**src/rtl/dual_tone_stimulus_gen_if.sv**
```systemverilog
// Signal bundle between the dual-tone source, its two CORDIC sine engines and the downstream FIR.
// The master modport is the generator's view; the slave modport is the surrounding environment's view.
interface dual_tone_stimulus_gen_if #(
    parameter int PHASE_W = 16,
    parameter int DATA_W  = 16
);
    logic                      EN;
    logic        [PHASE_W-1:0] PHASE_INC_A;
    logic        [PHASE_W-1:0] PHASE_INC_B;
    logic signed [PHASE_W-1:0] Phase_A;
    logic signed [PHASE_W-1:0] Phase_B;
    logic                      Phase_Valid;
    logic signed [DATA_W-1:0]  Sin_A;
    logic                      Sin_A_Valid;
    logic signed [DATA_W-1:0]  Sin_B;
    logic                      Sin_B_Valid;
    logic signed [DATA_W-1:0]  Signal_Noise;
    logic                      Signal_Valid;

    modport master (
        input  EN, PHASE_INC_A, PHASE_INC_B,
        input  Sin_A, Sin_A_Valid, Sin_B, Sin_B_Valid,
        output Phase_A, Phase_B, Phase_Valid,
        output Signal_Noise, Signal_Valid
    );

    modport slave (
        output EN, PHASE_INC_A, PHASE_INC_B,
        output Sin_A, Sin_A_Valid, Sin_B, Sin_B_Valid,
        input  Phase_A, Phase_B, Phase_Valid,
        input  Signal_Noise, Signal_Valid
    );
endinterface

```
**src/rtl/dual_tone_stimulus_gen.sv**
```systemverilog
// Two +/-pi wrapping phase accumulators feeding CORDIC sine engines, with the returned sines
// averaged into one composite sample and decimated down to the FIR sample rate.
module dual_tone_stimulus_gen #(
    parameter int DECIM   = 5,
    parameter int PHASE_W = 16,
    parameter int DATA_W  = 16
) (
    input  logic                    CLK,
    input  logic                    RST,
    dual_tone_stimulus_gen_if.master bus
);
    localparam logic        [PHASE_W-1:0] PI_POS_U = PHASE_W'(25736);
    localparam logic signed [PHASE_W:0]   PI_POS   = (PHASE_W+1)'(25736);
    localparam logic signed [PHASE_W:0]   TWO_PI   = (PHASE_W+1)'(51472);
    localparam logic        [7:0]         LAST     = 8'(DECIM - 1);

    logic signed [PHASE_W-1:0] phase_a_q, phase_a_d;
    logic signed [PHASE_W-1:0] phase_b_q, phase_b_d;
    logic                      phase_vld_q;
    logic signed [DATA_W-1:0]  held_a_q, held_b_q;
    logic signed [DATA_W-1:0]  mix_q, mix_d;
    logic        [7:0]         cnt_q;
    logic signed [DATA_W-1:0]  sig_q;
    logic                      sig_vld_q;

    // Step is clamped to pi so a single wrap by 2*pi always lands back inside [-pi, pi].
    function automatic logic signed [PHASE_W-1:0] phase_next(
        input logic signed [PHASE_W-1:0] ph,
        input logic        [PHASE_W-1:0] inc
    );
        logic        [PHASE_W-1:0] inc_eff;
        logic signed [PHASE_W:0]   s;
        inc_eff = (inc > PI_POS_U) ? PI_POS_U : inc;
        s = $signed({ph[PHASE_W-1], ph}) + $signed({1'b0, inc_eff});
        if (s > PI_POS) begin
            s = s - TWO_PI;
        end
        return s[PHASE_W-1:0];
    endfunction

    // Halving with truncation toward zero: bias negative sums by one before the arithmetic shift.
    function automatic logic signed [DATA_W-1:0] mix_avg(
        input logic signed [DATA_W-1:0] a,
        input logic signed [DATA_W-1:0] b
    );
        logic signed [DATA_W:0] s;
        s = $signed({a[DATA_W-1], a}) + $signed({b[DATA_W-1], b});
        if (s[DATA_W]) begin
            s = s + (DATA_W+1)'(1);
        end
        s = s >>> 1;
        return s[DATA_W-1:0];
    endfunction

    assign phase_a_d = phase_next(phase_a_q, bus.PHASE_INC_A);
    assign phase_b_d = phase_next(phase_b_q, bus.PHASE_INC_B);
    assign mix_d     = mix_avg(held_a_q, held_b_q);

    always_ff @(posedge CLK) begin
        if (RST) begin
            phase_a_q   <= '0;
            phase_b_q   <= '0;
            phase_vld_q <= 1'b0;
            held_a_q    <= '0;
            held_b_q    <= '0;
            mix_q       <= '0;
            cnt_q       <= '0;
            sig_q       <= '0;
            sig_vld_q   <= 1'b0;
        end else begin
            phase_vld_q <= bus.EN;
            mix_q       <= mix_d;
            if (bus.Sin_A_Valid) held_a_q <= bus.Sin_A;
            if (bus.Sin_B_Valid) held_b_q <= bus.Sin_B;
            sig_vld_q   <= 1'b0;
            if (bus.EN) begin
                phase_a_q <= phase_a_d;
                phase_b_q <= phase_b_d;
                if (cnt_q == LAST) begin
                    cnt_q     <= '0;
                    sig_q     <= mix_q;
                    sig_vld_q <= 1'b1;
                end else begin
                    cnt_q <= cnt_q + 8'd1;
                end
            end
        end
    end

    assign bus.Phase_A      = phase_a_q;
    assign bus.Phase_B      = phase_b_q;
    assign bus.Phase_Valid  = phase_vld_q;
    assign bus.Signal_Noise = sig_q;
    assign bus.Signal_Valid = sig_vld_q;
endmodule

```
**src/flat_wrapper.sv**
```systemverilog
// flat-port wrapper written by rule: the top's interface ports become plain ports
module dual_tone_stimulus_gen_flat 
#(
    parameter int DECIM   = 5,
    parameter int PHASE_W = 16,
    parameter int DATA_W  = 16
)
  (CLK, RST, bus_EN, bus_PHASE_INC_A, bus_PHASE_INC_B, bus_Sin_A, bus_Sin_A_Valid, bus_Sin_B, bus_Sin_B_Valid, bus_Phase_A, bus_Phase_B, bus_Phase_Valid, bus_Signal_Noise, bus_Signal_Valid);
  dual_tone_stimulus_gen_if #(.PHASE_W(PHASE_W), .DATA_W(DATA_W)) bus_i ();
  input  logic CLK;
  input  logic RST;
  input wire logic [$bits(bus_i.EN)-1:0] bus_EN;
  input wire logic [$bits(bus_i.PHASE_INC_A)-1:0] bus_PHASE_INC_A;
  input wire logic [$bits(bus_i.PHASE_INC_B)-1:0] bus_PHASE_INC_B;
  input wire logic [$bits(bus_i.Sin_A)-1:0] bus_Sin_A;
  input wire logic [$bits(bus_i.Sin_A_Valid)-1:0] bus_Sin_A_Valid;
  input wire logic [$bits(bus_i.Sin_B)-1:0] bus_Sin_B;
  input wire logic [$bits(bus_i.Sin_B_Valid)-1:0] bus_Sin_B_Valid;
  output wire logic [$bits(bus_i.Phase_A)-1:0] bus_Phase_A;
  output wire logic [$bits(bus_i.Phase_B)-1:0] bus_Phase_B;
  output wire logic [$bits(bus_i.Phase_Valid)-1:0] bus_Phase_Valid;
  output wire logic [$bits(bus_i.Signal_Noise)-1:0] bus_Signal_Noise;
  output wire logic [$bits(bus_i.Signal_Valid)-1:0] bus_Signal_Valid;
  assign bus_i.EN = bus_EN;
  assign bus_i.PHASE_INC_A = bus_PHASE_INC_A;
  assign bus_i.PHASE_INC_B = bus_PHASE_INC_B;
  assign bus_i.Sin_A = bus_Sin_A;
  assign bus_i.Sin_A_Valid = bus_Sin_A_Valid;
  assign bus_i.Sin_B = bus_Sin_B;
  assign bus_i.Sin_B_Valid = bus_Sin_B_Valid;
  assign bus_Phase_A = bus_i.Phase_A;
  assign bus_Phase_B = bus_i.Phase_B;
  assign bus_Phase_Valid = bus_i.Phase_Valid;
  assign bus_Signal_Noise = bus_i.Signal_Noise;
  assign bus_Signal_Valid = bus_i.Signal_Valid;
  dual_tone_stimulus_gen #(.DECIM(DECIM), .PHASE_W(PHASE_W), .DATA_W(DATA_W)) u_core (.CLK(CLK), .RST(RST), .bus(bus_i));
endmodule
```
**config.mk**
```make
export PLATFORM = sky130hd
export DESIGN_NAME = dual_tone_stimulus_gen_flat
export DESIGN_NICKNAME = d
export VERILOG_FILES = /design/src/rtl/dual_tone_stimulus_gen_if.sv /design/src/rtl/dual_tone_stimulus_gen.sv /design/src/flat_wrapper.sv
export SDC_FILE = /design/constraint.sdc
export NUM_CORES = 1
export LEC_CHECK = 0
export BUFFER_PORTS_ARGS = -buffer_cell sky130_fd_sc_hd__buf_2
export CORE_MARGIN = 10
export CORE_UTILIZATION = 52
export DETAILED_ROUTE_END_ITERATION = 12
export PLACE_DENSITY = 0.79
export SLEW_MARGIN = 20
export SYNTH_ARGS = -nofsm -noshare
export SYNTH_HDL_FRONTEND = slang
export SYNTH_SLANG_ARGS = --single-unit
```
**constraint.sdc**
```tcl
create_clock -name CLK -period 6.75 [get_ports CLK]
set_clock_uncertainty 0.05 [all_clocks]
set_input_delay 2.025 -clock CLK [delete_from_list [all_inputs] [get_ports CLK]]
set_output_delay 2.025 -clock CLK [all_outputs]
set_load 0.005 [all_outputs]
```
Yosys cells after proc, flatten, opt, wreduce, memory -nomap -nowiden. Index checks and enable logic that the tools add are counted.

Bits in registers: 106. Input port bits: 69. Output and inout bits: 50. Logic and storage cells: 34.

Add/subtract/negate cells: 7. $lt $le $gt $ge: 4. Equality and inequality tests: 1. Muxes and demuxes: 7. Bitwise operators: 2. Reduce and logical (&&, ||, !) cells: 3.

Operators with widths (count): $mux W16 (5); $add A16 B17 Y17 (2); $gt A17 B16 Y1 const B (2); $gt A16 B15 Y1 const B (2); $sub A16 B15 Y16 const B (2); $add A16 B16 Y17 (1); $add A17 B2 Y17 const B (1); $add A8 B1 Y8 const B (1); $eq A8 B3 Y1 const B (1); $mux W8 (1); $reduce_or A2 Y1 (2); $not A1 Y1 (2); $reduce_and A2 Y1 (1); $mux W1 (1).

Longest topological paths before layout. Gate-level depths: netlist of run 1.

Depth in word-level cells: 5. Mapped depth: 21. Gate-level depth less buffers: 19.

Worst setup path after synthesis of run 1. No wires, ideal clock.

Path kind: input to register. Start point: input port bus_PHASE_INC_B[0]. End point: register u_core.phase_b_q[6], in the netlist u_core.bus.Phase_B[6]. Setup time: 0.091 ns. Arrival time: 6.476 ns. Required time: 6.609 ns. Path slack: 0.133 ns. Stages on the path: 20. Path buffers: 2. Cell sequence: o31a_1 -> o41ai_1 -> nand2_1 -> a211o_1 -> a31oi_1 -> clkbuf_1 -> and2_1 -> ha_1 -> a211oi_2 -> o21ai_1 -> xnor2_1 -> ha_1 -> nor3b_1 -> a41oi_1 -> a211o_1 -> a2111oi_4 -> nor3_2 -> buf_6 -> a21o_1 -> a311oi_1.

Word-level cells in the longest chain between the ends: 5. Elaborated cells between the ends (all ways): 6. Classes of those cells: 2 x add/sub; 2 x order compare; 2 x mux.

RTL lines: start, declared (RTL line flat_wrapper.sv:14) `input wire logic [$bits(bus_i.PHASE_INC_B)-1:0] bus_PHASE_INC_B;`; $gt A16 B15 Y1 (RTL line dual_tone_stimulus_gen.sv:33) `inc_eff = (inc > PI_POS_U) ? PI_POS_U : inc;`; $mux W16 (*) (RTL line dual_tone_stimulus_gen.sv:33); $add A16 B17 Y17 (*) (RTL line dual_tone_stimulus_gen.sv:34) `s = $signed({ph[PHASE_W-1], ph}) + $signed({1'b0, inc_eff});`; $sub A16 B15 Y16 or $gt A17 B16 Y1 (tied branches) (RTL line dual_tone_stimulus_gen.sv:36, dual_tone_stimulus_gen.sv:35); $mux W16 (*) (RTL line dual_tone_stimulus_gen.sv:35) `if (s > PI_POS) begin`; end signal, assigned (RTL line dual_tone_stimulus_gen.sv:78) `phase_b_q <= phase_b_d;`; end, declared (RTL line dual_tone_stimulus_gen.sv:18) `logic signed [PHASE_W-1:0] phase_b_q, phase_b_d;`.

Every way passes the cells marked *; elsewhere a longest branch is shown, timed or not. A chain may end at the register's enable or synchronous reset.

Final worst setup path of run 1.
Start point: input port bus_PHASE_INC_B[0]. End point: register u_core.phase_b_q[14], in the netlist u_core.bus.Phase_B[14].

Same word-level chain as after synthesis.

==> run metrics, run 1 <==
run status=completed; CP Data Required Time=6.93 ns; vias in the first global route=6465; minimum clock period=6.37 ns; Netlist cell types=79; worst skew pair latency=0.35 ns; peak supply drop=around 0.00017 V; Synth Area in Adders=10.0%; largest net degree at the start of global routing=95; filler instances=1242; period utilization=94.4%; CTS tree=yes; Post-synth EDFFs=0; GRT Util Overall=between 10% and 20%; Ys Warns=0; Initial Util=53.5%; fin area=about 8600 um2; port bufs=118; final wirelength=18500 um; Synth Area in Compound Gates=20.3%; path depth of the worst reg2reg path=11; worst hold path type=flop to flop; synthesized cell area=7450 um2; Post-Synth Simple-Gate Area=approximately 23%; Gate Count Post-Synth=873; Placeable Area=13900 um2; Clock Path Buffers=2; First DRT Iteration DRCs=381; share of layout cells above drive strength 1=19.4%; Critical-path top delay cell=a2111oi_4; Max Cap Violations=0; synthesized area per cell=approximately 8.5 um2; worst endpoint data arrival time=6.56 ns; die width=140 um; largest family of logic cells by synthesized area=simple AND/OR/NAND/NOR gates; DRC viols=0; Worst Setup End Kind=flop; Synth Flop Type=dfxtp_1; Rel. slew slack=33.6%; placed cell area=8280 um2; drt pass-1 iters=5; P&R area growth vs syn=15.8%; post-synthesis mux area share=under 10%; slowest cell delay on critical path=0.39 ns; Tot Pwr=about 2.8 mW; Cell Rows=43; multi-input logic area=a little over 5000 um2; NumNets Final=about 1.1k; worst path cell trace=buf_2, o31a_1, o41ai_1, nand2_1, a211o_1, a31oi_1, buf_4, and2_1, ha_1, fa_1, a21o_1, a21oi_1, xor2_1, ha_1, nor3b_2, a41oi_1, a211o_1, a2111oi_4, nor3_4, buf_4, a211oi_1, nor3b_1; WHS Path Cells=2; critical path fanouts, max=13; sequential cell area=2120 um2; hold buffers post-CTS=0; Num CTS Buffers=9; critical path depth=22; RD Place Congestion=0.915; Synth async-reset ratio=0%; sequential-to-total area share from yosys stat=28.5%; GR Overflow Total=0; RSZ-0062 raised after global routing=no; pins over their slew limit=0; root buffer cell=clkbuf_16; Worst-path clk slew=0.07 ns; n_diodes=0; crit path kind=input port to flop; first-pass GRT wire length=30700 um; Power Density=327 nW/um2; startpoint types=input port; Hold Vio Cnt, Final=0; initial antenna violation count=0; post-route ant nets=0; TNS Setup=0 ns; Synth Area in XOR/XNOR=6.95%; #FFs+latches synth=106; FMAX=0.157 GHz; Clock Sink Count=106; Crit path max-delay family=compound AO/OA/AOI/OAI gates; Vert. Die Dim=140 um; final setup fails=0; H-Tree Depth=3; die area=19500 um2; wire per inst=15.8 um; HPWL after detailed placement=around 14000 um; Vias/cell=~5.8; io pins=119; Leak=3.99 nW; vias=about 6.8k; Worst-Margin Slew=0.995 ns; worst path bufs/invs=3
-- placed cells by master, fill, tap and decap left out, types with 5 or more instances in the layout --
cell type	n
nor2_1	133
buf_2	117
dfxtp_1	106
mux2i_1	59
ha_1	55
xnor2_1	35
nand2_1	33
a21oi_1	32
and2_1	29
a21o_1	24
buf_4	24
nor3_1	21
xor2_1	20
inv_1	19
and3_1	17
a211oi_1	16
nand2b_1	14
or2_2	13
o21ai_0	13
nand4_1	13
nor4_1	13
a31oi_1	12
o211ai_1	12
nand3_1	12
o21a_1	10
or3_1	10
clkbuf_16	9
a311oi_1	8
o21ai_1	7
nor2b_1	7
a211o_1	6
a221oi_1	6
nor3b_1	5
-- worst reg2reg max path: cells and delay by family, from the launching register on --
kind,cells,cell delay (ns)
xor gates and xnor gates,1,0.16
AOI/OAI and AO/OA,5,1.98
adders and majority gates,2,0.63
and+or+nand+nor,3,0.75
DFF,1,0.32
-- area by class of cell --
class / count / share of cell area [%]
Multi-Input combinational cell: 714 / 59.7
Clock inverter: 4 / 0.392
Timing Repair Buffer: 141 / 8.88
Sequential cell: 106 / 24.6
Inverter: 19 / 0.827
Tap cell: 180 / 2.61
Clock buffer: 12 / 2.97
-- synthesized netlist by cell type (4+ instances only) --
master | number | area, um2
a211o_1 | 6 | 52.6
a211oi_1 | 16 | 120
a211oi_2 | 4 | 50.1
a21o_1 | 24 | 180
a21oi_1 | 32 | 160
a221oi_1 | 6 | 52.6
a311oi_1 | 8 | 70.1
a31oi_1 | 12 | 75.1
and2_1 | 29 | 181
and3_1 | 17 | 106
clkbuf_1 | 32 | 120
dfxtp_1 | 106 | 2120
ha_1 | 55 | 688
inv_1 | 19 | 71.3
mux2i_1 | 59 | 591
nand2_1 | 33 | 124
nand2b_1 | 14 | 87.6
nand3_1 | 12 | 60.1
nand4_1 | 13 | 81.3
nor2_1 | 133 | 499
nor2b_1 | 7 | 43.8
nor3_1 | 21 | 105
nor3b_1 | 6 | 45.0
nor4_1 | 14 | 87.6
o211a_1 | 4 | 40.0
o211ai_1 | 12 | 90.1
o21a_1 | 10 | 75.1
o21ai_0 | 13 | 65.1
o21ai_1 | 7 | 35.0
o21bai_1 | 4 | 30.0
or2_2 | 13 | 81.3
or3_1 | 10 | 62.6
xnor2_1 | 36 | 315
xor2_1 | 20 | 175
-- power breakdown --
part | internal (mW) | switching [mW]
clock network | 0.275 | 0.237
registers | 0.703 | 0.0730
logic | 0.692 | 0.837
-- what timing repair did --
action	in CTS	in global routing
resized for setup	0	5
setup buffers	0	3
endpoints found under the hold margin	0	0
setup endpoints to repair	0	6
-- cells by family (layout without fill, tap and decap cells) --
group	count (synthesis)	count (layout)
AOI/OAI and AO/OA	197	197
xor gates and xnor gates	57	57
adders and majority gates	58	58
buffers and inverters	54	176
DFF	106	106
muxes	62	62
other	1	2
and+or+nand+nor	338	338
-- through the flow --
stage	instances	hold WS [ns]	setup WS, ns	util (%)
6_report	1176	0.420	0.376	61.9
5_1_grt	1176	0.446	0.0175	61.9
4_1_cts	1173	0.425	0.291	61.5
3_5_place_dp	1157	0.406	-0.0703	59.4
3_3_place_gp	1157	0.396	0.126	59.4
2_1_floorplan	874	0.391	0.133	-
-- registers in the layout, indices dropped and copies added, names as in the netlist --
name	flops
u_core.bus.Phase_B	16
u_core.held_b_q	16
u_core.bus.Signal_Valid	1
u_core.held_a_q	16
u_core.bus.Signal_Noise	16
u_core.mix_q	16
u_core.bus.Phase_A	16
u_core.cnt_q	8
u_core.bus.Phase_Valid	1
-- per-layer routing --
metal	vias to the layer above	share of wire [%]	track usage [%]
li1	3437	-	-
met1	3180	45	21.6
met2	149	49	31.1
met3	24	5.1	5.04
met4	0	1.8	4.51
met5	-	0	0
-- path summary, 6_finish.rpt --
check / from / endpoint / slack (ns)
setup / recovery: bus_PHASE_INC_B[0] / u_core.bus.Phase_B[14]$_SDFFE_PP0P_ / 0.38
hold / removal: u_core.mix_q[10]$_SDFF_PP0_ / u_core.bus.Signal_Noise[10]$_SDFFE_PP0P_ / 0.42
setup reg to reg: u_core.held_b_q[0]$_SDFFE_PP0P_ / u_core.mix_q[9]$_SDFF_PP0_ / 2.73
hold reg to reg: u_core.mix_q[10]$_SDFF_PP0_ / u_core.bus.Signal_Noise[10]$_SDFFE_PP0P_ / 0.42
(Power assumes the default switching activity.)
==> run 2, diff against run 1 <==
Settings changed: CORE_UTILIZATION 52 to 58, PLACE_DENSITY 0.79 to 0.83.
Clock period 6.75 ns to 7.25 ns, I/O delays scaled along.
==> run 2 against run 1 <==
Worst hold slack got worse by 0.00098 ns; critical path type unchanged; critical path depth decreased by 4; cell count decreased by 2.0%; critical endpoint is now u_core.bus.Phase_A[5]$_SDFFE_PP0P_; routed wire length decreased by 3.8%; sequential cell count unchanged; highest routed layer unchanged; largest cell class unchanged; register-to-register slack improved by 0.42 ns.
==> run metrics, run 2 (synthesized netlist as in run 1, its figures left out) <==
run status=completed; CP Data Required Time=7.46 ns (+0.53 ns); minimum clock period=between 6 and 7 ns; HPWL after detailed placement=13900 um (-2.9%); fin area=8490 um2 (-1.6%); io pins=119 (unchanged); Vias/cell=5.80 (+0.37%); Flop pwr share=28.3% (+0.7 points); placed cell area=8180 um2 (-1.2%); First DRT Iteration DRCs=283 (-26%); n_diodes=0 (unchanged); vias=6682 (-1.6%); WHS Path Cells=2 (unchanged); Worst Setup End Kind=flop; Max Cap Violations=0 (unchanged); Num CTS Buffers=9 (unchanged); Sw Pwr=1.04 mW (-9.3%); most frequent cells in the layout=nor2_1 (133), buf_2 (118), dfxtp_1 (106); P&R area growth vs syn=13.9%; first-pass GRT wire length=30200 um (-1.8%); Leak=3.92 nW (-2.0%); drt pass-1 iters=5 (unchanged); Vert. Die Dim=133 um (-4.6%); share of layout cells above drive strength 1=17.8% (-1.5 points); Rel. slew slack=34.7% (+1.1 points); Clock Sink Count=106 (unchanged); peak supply drop=0.000204 V (+22%); wire per inst=15.5 um (-1.9%); final wirelength=17800 um (-3.8%); FMAX=about 0.15 GHz; hold buffers post-CTS=0 (unchanged); pins over their slew limit=0 (unchanged); GR Overflow Total=0 (unchanged); worst endpoint data arrival time=6.89 ns (+0.33 ns); startpoint types=input port; worst hold path type=flop to flop; NumNets Final=1103 (-1.3%); path depth of the worst reg2reg path=11 (unchanged); worst skew pair latency=0.35 ns (about the same); TNS Setup=0 ns (unchanged); root buffer cell=clkbuf_16; Worst-Margin Slew=0.979 ns (-0.0164 ns); vias in the first global route=6431 (-0.53%); DRC viols=0 (unchanged); H-Tree Depth=3 (unchanged); post-route ant nets=0 (unchanged); clock power share=20.0% (+1.8 points); final setup fails=0 (unchanged); die area=17800 um2 (-8.9%); Clock Path Buffers=2 (unchanged); Comb pwr share=51.7% (-2.6 points); commonest non-fill, non-tap cell in the layout=nor2_1; critical path fanouts, max=18 (+5); Power Density=301 nW/um2 (-7.9%); sw frac=40.7% (about the same); Initial Util=59.0% (+5.6 points); RSZ-0062 raised after global routing=no; Pint=1.51 mW (-9.4%); Worst-path clk slew=0.07 ns (about the same); port bufs=118 (unchanged); postcts setup bufs=0 (unchanged); period utilization=between 90% and 100%; initial antenna violation count=0 (unchanged); post_cts resized=0 (unchanged); Cell Rows=41 (-4.7%); CTS tree=yes; Hold Vio Cnt, Final=0 (unchanged); RD Place Congestion=0.948 (+3.7%); crit path kind=input port to flop; Placeable Area=12600 um2 (-9.4%); die width=133 um (-4.6%); GRT Util Overall=19.7% (+1.6 points); largest net degree at the start of global routing=61 (-36%)
run 2: worst paths after layout:
path / from / end / slack (ns)
hold / removal: u_core.mix_q[5]$_SDFF_PP0_ / u_core.bus.Signal_Noise[5]$_SDFFE_PP0P_ / 0.42
setup / recovery: bus_PHASE_INC_A[0] / u_core.bus.Phase_A[5]$_SDFFE_PP0P_ / 0.57
hold reg to reg: u_core.mix_q[5]$_SDFF_PP0_ / u_core.bus.Signal_Noise[5]$_SDFFE_PP0P_ / 0.42
setup reg to reg: u_core.held_b_q[0]$_SDFFE_PP0P_ / u_core.mix_q[9]$_SDFF_PP0_ / 3.15
run 2: worst max-delay path, stage by stage:
cell      delay (ns)
buf_2           0.10
o31a_1          0.29
o41ai_1         0.27
nand2_1         0.09
a211o_1         0.30
a31oi_1         0.23
buf_4           0.19
and2_1          0.13
ha_1            0.28
a211oi_2        0.32
o211ai_1        0.22
and3_1          0.23
a311o_1         0.43
o21a_1          0.14
a2111o_1        0.47
a21oi_4         0.39
mux2_2          0.38
a211oi_1        0.24
run 2: layer usage:
metal | track usage [%] | routed length (um) | part of all wire (%)
met5 | 0 | 0 | 0
met3 | 5.41 | 1060 | 5.9
met1 | 24.0 | 8000 | 45
met4 | 5.86 | 401 | 2.2
met2 | 33.0 | 8370 | 47
run 2: power by group through the flow:
stage	clock network (mW)	logic, mW	registers [mW]
after floorplan	0	1.03	0.717
after global placement	0	1.29	0.733
after detailed placement	0	1.30	0.735
after CTS	0.522	1.31	0.722
after global routing	0.541	1.46	0.731
final	0.512	1.32	0.723
run 2: final cells by class:
type / instances / area (um2)
inverters: 19 / 71.3
well taps: 172 / 215
multi-input cells: 714 / 5120
clock inverters: 4 / 56.3
repair buffers: 126 / 651
fillers: 1046 / 4130
clock buffers: 12 / 256
flip-flops and latches: 106 / 2120
run 2: per-stage QoR:
step	util, %	power [mW]	cells	hold slack [ns]	worst slack [ns]
2_1_floorplan	-	1.74	874	0.391	0.483
3_3_place_gp	64.8	2.02	1137	0.395	0.402
3_5_place_dp	64.8	2.03	1137	0.407	0.212
4_1_cts	67.3	2.55	1153	0.424	0.581
5_1_grt	67.3	2.73	1153	0.435	0.204
6_report	67.3	2.55	1153	0.419	0.574
